`config.mk`:
```
export PLATFORM = sky130hd
export DESIGN_NAME = serial_alu_sequencer
export DESIGN_NICKNAME = d
export VERILOG_FILES = /design/src/rtl/serial_alu_pkg.sv /design/src/rtl/serial_bit_alu.sv /design/src/rtl/serial_alu_sequencer.sv
export SDC_FILE = /design/constraint.sdc
export NUM_CORES = 1
export LEC_CHECK = 0
export CAP_MARGIN = 20
export CORE_MARGIN = 2
export CORE_UTILIZATION = 55
export DETAILED_ROUTE_END_ITERATION = 12
export PLACE_DENSITY = 0.9
export SLEW_MARGIN = 10
export SYNTH_ARGS = -nofsm -noshare
export SYNTH_HDL_FRONTEND = slang
export SYNTH_SLANG_ARGS = --single-unit
```
`constraint.sdc`:
```
create_clock -name clk -period 3.49 [get_ports clk]
set_input_delay 0.698 -clock clk [delete_from_list [all_inputs] [get_ports clk]]
set_output_delay 0.698 -clock clk [all_outputs]
set_load 0.02 [all_outputs]
```
`src/rtl/serial_alu_pkg.sv`:
```
// serial_alu_pkg: shared constants and enums for the bit-serial ALU sequencer
package serial_alu_pkg;
    localparam int WIDTH = 16;
    localparam int SEL_W = 4;
    typedef enum logic [1:0] {OP_ADD, OP_SUB, OP_XOR, OP_AND} alu_op_t;
    typedef enum logic [1:0] {IDLE, RUN, DONE} seq_state_t;
endpackage

```
`src/rtl/serial_bit_alu.sv`:
```
// serial_bit_alu: combinational one-bit ALU slice; carry-out is 0 for logic ops
module serial_bit_alu
    import serial_alu_pkg::*;
(
    input  logic    a,
    input  logic    b,
    input  logic    ci,
    input  alu_op_t op,
    output logic    r,
    output logic    co
);
    logic bx;
    always_comb begin
        bx = (op == OP_SUB) ? ~b : b;
        r  = (op == OP_XOR) ? a ^ b : (op == OP_AND) ? a & b : a ^ bx ^ ci;
        co = (op == OP_ADD || op == OP_SUB) ? (a & bx) | (ci & (a ^ bx)) : 1'b0;
    end
endmodule

```
`src/rtl/serial_alu_sequencer.sv`:
```
// serial_alu_sequencer: walks mux select 0..15, computing one result bit per step.
// Define SERIAL_ALU_FLAGS_EN to enable the zero and ovf flags (tied to 0 otherwise).
module serial_alu_sequencer
    import serial_alu_pkg::*;
#(
    parameter int SETTLE_CYCLES = 1
) (
    input  logic             clk,
    input  logic             rst,
    input  logic             start,
    input  logic [1:0]       op,
    input  logic             a_bit,
    input  logic             b_bit,
    output logic [SEL_W-1:0] sl,
    output logic             busy,
    output logic             res_bit,
    output logic             res_valid,
    output logic             done,
    output logic [WIDTH-1:0] result,
    output logic             cout,
    output logic             zero,
    output logic             ovf
);
    seq_state_t state;
    alu_op_t    op_q;
    logic [2:0] cnt;
    logic       carry, bit_r, bit_co, sample, last;

    serial_bit_alu u_bit (
        .a (a_bit),
        .b (b_bit),
        .ci(carry),
        .op(op_q),
        .r (bit_r),
        .co(bit_co)
    );

    assign sample    = (state == RUN) && (cnt == 3'(SETTLE_CYCLES));
    assign last      = sample && (sl == SEL_W'(WIDTH - 1));
    assign res_valid = sample;
    assign res_bit   = sample & bit_r;

    always_ff @(posedge clk or negedge rst) begin
        if (!rst) begin
            state  <= IDLE;
            op_q   <= OP_ADD;
            cnt    <= '0;
            carry  <= 1'b0;
            sl     <= '0;
            busy   <= 1'b0;
            done   <= 1'b0;
            result <= '0;
            cout   <= 1'b0;
        end else begin
            case (state)
                IDLE: if (start) begin
                    state  <= RUN;
                    op_q   <= alu_op_t'(op);
                    cnt    <= '0;
                    sl     <= '0;
                    busy   <= 1'b1;
                    result <= '0;
                    cout   <= 1'b0;
                    carry  <= (alu_op_t'(op) == OP_SUB);
                end
                RUN: if (sample) begin
                    result[sl] <= bit_r;
                    carry      <= bit_co;
                    cnt        <= '0;
                    if (last) begin
                        state <= DONE;
                        busy  <= 1'b0;
                        done  <= 1'b1;
                        cout  <= bit_co;
                    end else begin
                        sl <= sl + 1'b1;
                    end
                end else begin
                    cnt <= cnt + 1'b1;
                end
                DONE: begin
                    state <= IDLE;
                    done  <= 1'b0;
                    sl    <= '0;
                end
                default: state <= IDLE;
            endcase
        end
    end

`ifdef SERIAL_ALU_FLAGS_EN
    // carry still holds carry-into-MSB during the bit-15 sample
    always_ff @(posedge clk or negedge rst) begin
        if (!rst) begin
            zero <= 1'b0;
            ovf  <= 1'b0;
        end else if (state == IDLE && start) begin
            zero <= 1'b0;
            ovf  <= 1'b0;
        end else if (last) begin
            zero <= ({bit_r, result[WIDTH-2:0]} == '0);
            ovf  <= carry ^ bit_co;
        end
    end
`else
    assign zero = 1'b0;
    assign ovf  = 1'b0;
`endif
endmodule

```
After elaboration in Yosys (flattened, before gate mapping) --
Index checks and enable logic that the tools add are counted.
Word-level totals: register bits after elaboration 31, bits in latches 0, RAM bits 0, ROM bits 0, input bits 7, word-level logic and storage cells 85, memories 0
Operators by class: $add $sub $neg 2, $mul 0, divide/modulo/power cells 0, $lt $le $gt $ge 2, equality and inequality tests 12, shift-type cells 0, mux-type cells 35, bitwise operators 9, reductions and logical operators 16
Operator list (number):
- 16-bit two-way mux | 2
- 16-bit case mux with 2 select lines | 1
- 16-bit bitwise mux | 1
- 1-bit two-way mux | 15
- 4-bit two-way mux | 3
- 4-bit case mux with 3 select lines | 1
- 3-bit AND reduction | 3
- 2-bit inequality test, second input constant | 4
- 1-bit case mux with 2 select lines | 4
- 4-bit AND reduction | 2
- 2-bit by 1-bit == test with 1-bit output, second input constant | 3
- 2-bit == test, second input constant | 3
- 2-bit two-way mux | 3
- 3-bit two-way mux | 2
- 3-bit case mux with 2 select lines | 1
- 4-bit by 5-bit less-than comparator with 1-bit output, second input constant | 1
- 4-bit by 1-bit adder with 4-bit output, second input constant | 1
- 1-bit bitwise AND | 4
- 1-bit demux with 4-bit select | 1
- 4-bit == test, second input constant | 1
- 4-bit by 1-bit greater-or-equal comparator with 1-bit output, second input constant | 1
- 2-bit zero test | 2
- 2-bit case mux with 2 select lines | 1
- 2-bit AND reduction | 2
- other kinds (9) | 14

Depth between registers and ports, before layout --
depth after elaboration 9, depth in mapped cells 8

Cells and area by module --
A second synthesis with hierarchy kept.
Second synthesis, totals: cells, all modules 185, area, all modules 1949.4 um2
By module, submodules not included:
- serial_alu_sequencer | instances 1, cells an instance 177, area each 1876.8 um2
- serial_bit_alu | instances 1, cells an instance 8, area each 72.6 um2

Worst setup path before layout --
Ideal clock, no wire load.
kind in2out, from input b_bit, to output res_bit, arrival 1780 ps, data required time 2792 ps, slack 1012 ps, stages 5, path buffers 0, cell sequence xnor2_1 -> fa_1 -> nand2b_1 -> o21ai_0 -> nor2_1
Between the ends: cells in the longest elaborated chain, start to end 7
Ends and longest elaborated chain:
- start: declaration | line serial_alu_sequencer.sv:13 | input logic b_bit,
- 1-bit NOT | line serial_bit_alu.sv:14 | bx = (op == OP_SUB) ? ~b : b;
- 1-bit two-way mux | line serial_bit_alu.sv:14
- 1-bit XOR (2 in a row) | line serial_bit_alu.sv:15 | r = (op == OP_XOR) ? a ^ b : (op == OP_AND) ? a & b : a ^ bx ^ ci;
- 1-bit two-way mux | line serial_bit_alu.sv:15
- 1-bit two-way mux (*) | line serial_bit_alu.sv:15
- 1-bit bitwise AND (*) | line serial_alu_sequencer.sv:41 | assign res_bit = sample & bit_r;
- end: declaration | line serial_alu_sequencer.sv:16 | output logic res_bit,
Every way passes the cells marked *; elsewhere a longest branch is shown, timed or not.

Worst setup path after layout --
Ends and elaborated chain as after synthesis.

==> tab_implementation.tex <==
\begin{tabular}{lr}
\hline
Metric & Value \\
\hline
\multicolumn{2}{l}{\textbf{CTS}} \\
\quad Cts-stage hold buffer count & 0 \\
\quad Clock latency on the worst-skew pair & 0.34 ns \\
\quad Clk slew on worst S/H paths & 0.10 ns \\
\quad Root buffer cell & sky130\_fd\_sc\_hd\_\_clkbuf\_4 \\
\quad Sink count of the clock tree & 31 \\
\quad Number of buffers added by the clock tree synthesis step & 5 \\
\quad Deepest clock path buffer count & 2 \\
\quad H-tree depth reported by CTS & 2 \\
\quad TritonCTS clock tree & yes \\
\multicolumn{2}{l}{\textbf{Final layout}} \\
\quad Fill cell total of the finished layout & 231 \\
\quad Final cell count without fillers & 239 \\
\quad Finished Cell Area & 2080 µm² \\
\quad \# diodes & 0 \\
\quad Growth of design area from synthesis to finish & 19.8\% \\
\quad Share of cells above drive strength 1 & 9.23\% \\
\quad Total number of nets in the final design & 210 \\
\multicolumn{2}{l}{\textbf{Worst setup path}} \\
\quad Maximum fanout along the worst path & 2 \\
\quad Sort of element at the end of the critical path & primary output \\
\quad WP buf/inv & 2 \\
\quad Levels on crit path & 7 \\
\quad Category of cells accounting for the largest share of critical-path delay & buffers and inverters \\
\quad Kind of start point of the critical path & input pin \\
\quad Critical-path top delay cell & sky130\_fd\_sc\_hd\_\_fa\_1 \\
\quad Crit Path Class & in -> out \\
\quad Length in cells of the worst reg-to-reg path & 6 \\
\quad CP peak stage delay & 0.45 ns \\
\quad WP data arrival & 2.57 ns \\
\quad Worst EP required & 2.79 ns \\
\quad Ordered cell list for the critical path & clkdlybuf4s50\_1, xnor2\_1, fa\_1, nand2b\_1, o21ai\_0, nor2\_1, dlygate4sd2\_1 \\
\multicolumn{2}{l}{\textbf{Place}} \\
\quad Final RePlAce weighted congestion & 0.794 \\
\quad Total of buffers placed on input and output ports & 31 \\
\quad Final HPWL DP & 2600 µm \\
\quad Instance area after placement & 2030 µm² \\
\quad Cell count after placement & 232 \\
\multicolumn{2}{l}{\textbf{Die}} \\
\quad Starting Density & 57.5\% \\
\quad Die Y-Extent & 60.3 µm \\
\quad Standard cell core area & 3030 µm² \\
\quad Number of standard-cell rows in the floorplan & 20 \\
\quad Width of the die & 60.3 µm \\
\quad Io pins & 34 \\
\quad Area of the die & 3630 µm² \\
\multicolumn{2}{l}{\textbf{Global route}} \\
\quad Initial antenna violation count & 0 \\
\quad Wire length of the first global-routing pass & 6190 µm \\
\quad Pin count of the biggest net entering global routing & 32 \\
\quad Overflow after GRT & 0 \\
\quad GRT Overall Usage & 23.7\% \\
\quad Vias in the first global route & 1418 \\
\multicolumn{2}{l}{\textbf{Logic synthesis}} \\
\quad Portion of the post-synthesis area used by sequential elements & 44.6\% \\
\quad Avg Inst Size Synth & 10.4 µm² \\
\quad Synthesized instance count & 167 \\
\quad Unique cell type count in the Yosys netlist & 39 \\
\quad Number of warnings issued by yosys & 0 \\
\quad Top cell type by total area after synthesis & sky130\_fd\_sc\_hd\_\_dfrtp\_1 \\
\quad Synthesized area & 1740 µm² \\
\quad Synth top area share & 44.6\% \\
\quad Flip-flop and latch count after synthesis & 31 \\
\quad Leading post-synthesis cells by cell area & sky130\_fd\_sc\_hd\_\_dfrtp\_1 (45\%), sky130\_fd\_sc\_hd\_\_mux2i\_1 (10\%), sky130\_fd\_sc\_hd\_\_ha\_1 (5.0\%) \\
\multicolumn{2}{l}{\textbf{Power}} \\
\quad P\_leak & 0.996 nW \\
\quad Peak supply drop & 0.000412 V \\
\quad Total power density per cell area & 844 nW/µm² \\
\multicolumn{2}{l}{\textbf{STA}} \\
\quad Slew headroom & 60.0\% \\
\quad Final count of negative-setup-slack endpoints & 0 \\
\quad Post-route minimum period & 3.27 ns \\
\quad Unrepaired setup endpoints after global routing & no \\
\quad Number of endpoints with negative hold slack in the final report & 0 \\
\quad Final worst-path cycle share & 93.6\% \\
\quad Fmax & 306 MHz \\
\quad Skew final & 0.0129 ns \\
\quad Tightest Pin Transition & 0.598 ns \\
\quad Final Max Tran Viols & 0 \\
\multicolumn{2}{l}{\textbf{Detailed routing}} \\
\quad Count of nets left with antenna violations after detail routing & 0 \\
\quad Vias per inst & 5.65 \\
\quad Via total after detailed routing & 1351 \\
\quad Detailed Route WL & 3690 µm \\
\quad Number of DRC violations after detailed-routing iteration 0 & 49 \\
\quad Routed len/inst & 15.4 µm \\
\quad DRC violation count after routing & 0 \\
\quad First-pass detailed-route iteration total & 4 \\
\multicolumn{2}{l}{\textbf{Outcome}} \\
\quad Outcome & completed \\
\multicolumn{2}{l}{\textbf{Min path}} \\
\quad Hold path cells & 2 \\
\quad Path type of the worst min-delay path & reg -> reg \\
\multicolumn{2}{l}{\textbf{Run}} \\
\quad Maximum Capacitance Violations & 0 \\
\hline
\end{tabular}
timing repair:
item / 4_1_cts / 5_1_grt
gates resized for setup: 1 / 0
buffers inserted: 0 / 0
setup endpoints to repair: 1 / 0
worst paths after layout:
check / slack, ns / start / endpoint
worst max-delay path: 0.22 / b_bit / res_bit
worst min-delay path: 0.53 / op_q[0] / op_q[0]
worst max register to register: 1.58 / op_q[0] / result[4]
worst min register to register: 0.53 / op_q[0] / op_q[0]
max in group asynchronous: 2.43 / rst / result[0]
min in group asynchronous: 0.74 / rst / op_q[0]
per-layer routing:
layer	vias up	routed length [µm]	track usage, %
li1	641	-	-
met1	657	1560	28.5
met2	43	1870	37.1
met3	10	166	7.36
met4	0	92	13.7
met5	-	0	0
cells in the mapped netlist, drive strengths merged:
| cell type | number |
|---|---|
| conb | 1 |
| a21oi | 2 |
| a32o | 1 |
| or3b | 1 |
| o21ai | 7 |
| and3 | 1 |
| nand2b | 2 |
| a41oi | 1 |
| nor3 | 1 |
| dfrtp | 31 |
| o32ai | 1 |
| or4b | 1 |
| nor3b | 2 |
| nand3 | 7 |
| ha | 7 |
| o211ai | 13 |
| inv | 9 |
| o2111ai | 3 |
| a31o | 1 |
| a311oi | 1 |
| nor2b | 4 |
| fa | 1 |
| nand4bb | 1 |
| mux2i | 18 |
| xnor2 | 1 |
| mux2 | 1 |
| a2bb2oi | 1 |
| nor2 | 8 |
| a211oi | 1 |
| o21bai | 1 |
| nand2 | 23 |
| buf | 14 |
area by class of cell:
class                   count  area, µm²  area share (%)
clock buffers               6       51.3            2.46
multi-input cells         114        830            39.8
repair buffers             34        332            15.9
inverters                   9       36.3            1.74
clock inverters             1       5.00           0.240
flip-flops and latches     31        776            37.2
well taps                  44       55.1            2.64
state kept, by name (all words and copies together), names as in the netlist:
name    cells
state       2
op_q        2
carry       1
cout        1
cnt         3
sl          4
result     16
done        1
busy        1
layout by cell type, fill, tap and decap left out, types with 2 or more instances in the layout:
master                            synthesis  final
sky130_fd_sc_hd__dfrtp_1                 31     31
sky130_fd_sc_hd__clkdlybuf4s50_1          0     30
sky130_fd_sc_hd__nor2_1                   8      8
sky130_fd_sc_hd__o211ai_2                 4      4
sky130_fd_sc_hd__clkbuf_4                 0      5
sky130_fd_sc_hd__inv_1                    8      8
sky130_fd_sc_hd__a21oi_1                  2      2
sky130_fd_sc_hd__o21ai_0                  3      3
sky130_fd_sc_hd__mux2i_1                 18     18
sky130_fd_sc_hd__nor2b_1                  4      4
sky130_fd_sc_hd__o211ai_1                 9      9
sky130_fd_sc_hd__nand2_1                 23     23
sky130_fd_sc_hd__nand2b_1                 2      2
sky130_fd_sc_hd__conb_1                   1      2
sky130_fd_sc_hd__ha_1                     7      7
sky130_fd_sc_hd__o2111ai_1                2      2
sky130_fd_sc_hd__o21ai_1                  4      4
sky130_fd_sc_hd__nand3_1                  7      7
sky130_fd_sc_hd__buf_4                    3      3
cells by family after synthesis:
family / after synthesis / synth area share [%]
AO/OA/AOI/OAI: 33 / 15.2
XOR/XNOR: 1 / 0.503
adder cells (fa/ha/maj): 8 / 6.18
buffers and inverters: 23 / 7.98
flip-flops: 31 / 44.6
multiplexers: 19 / 11.0
other: 1 / 0.215
AND/OR/NAND/NOR: 51 / 14.4
stage by stage:
| stage | setup TNS, ns | hold slack, ns | utilization [%] | power (mW) | setup WS, ns |
|---|---|---|---|---|---|
| 2_1_floorplan | 0 | 0.402 | - | 1.25 | 1.01 |
| 3_3_place_gp | 0 | 0.489 | 67.0 | 1.49 | 0.0646 |
| 3_5_place_dp | -0.0635 | 0.503 | 67.0 | 1.55 | -0.0635 |
| 4_1_cts | 0 | 0.524 | 68.8 | 1.76 | 0.215 |
| 5_1_grt | 0 | 0.550 | 68.8 | 1.88 | 0.0500 |
| 6_report | 0 | 0.527 | 68.8 | 1.76 | 0.225 |
report_power, final:
part / leakage, nW / switching (mW) / internal [mW]
clock network: 0.0341 / 0.122 / 0.0931
registers: 0.396 / 0.133 / 0.492
logic: 0.566 / 0.530 / 0.389
worst min-delay path, cell delays in order (launching register included):
cell and delay, ns:
sky130_fd_sc_hd__dfrtp_1 0.38, sky130_fd_sc_hd__nand2_1 0.06, sky130_fd_sc_hd__nand2_1 0.06
No activity file was read; power rests on OpenSTA's default activity.
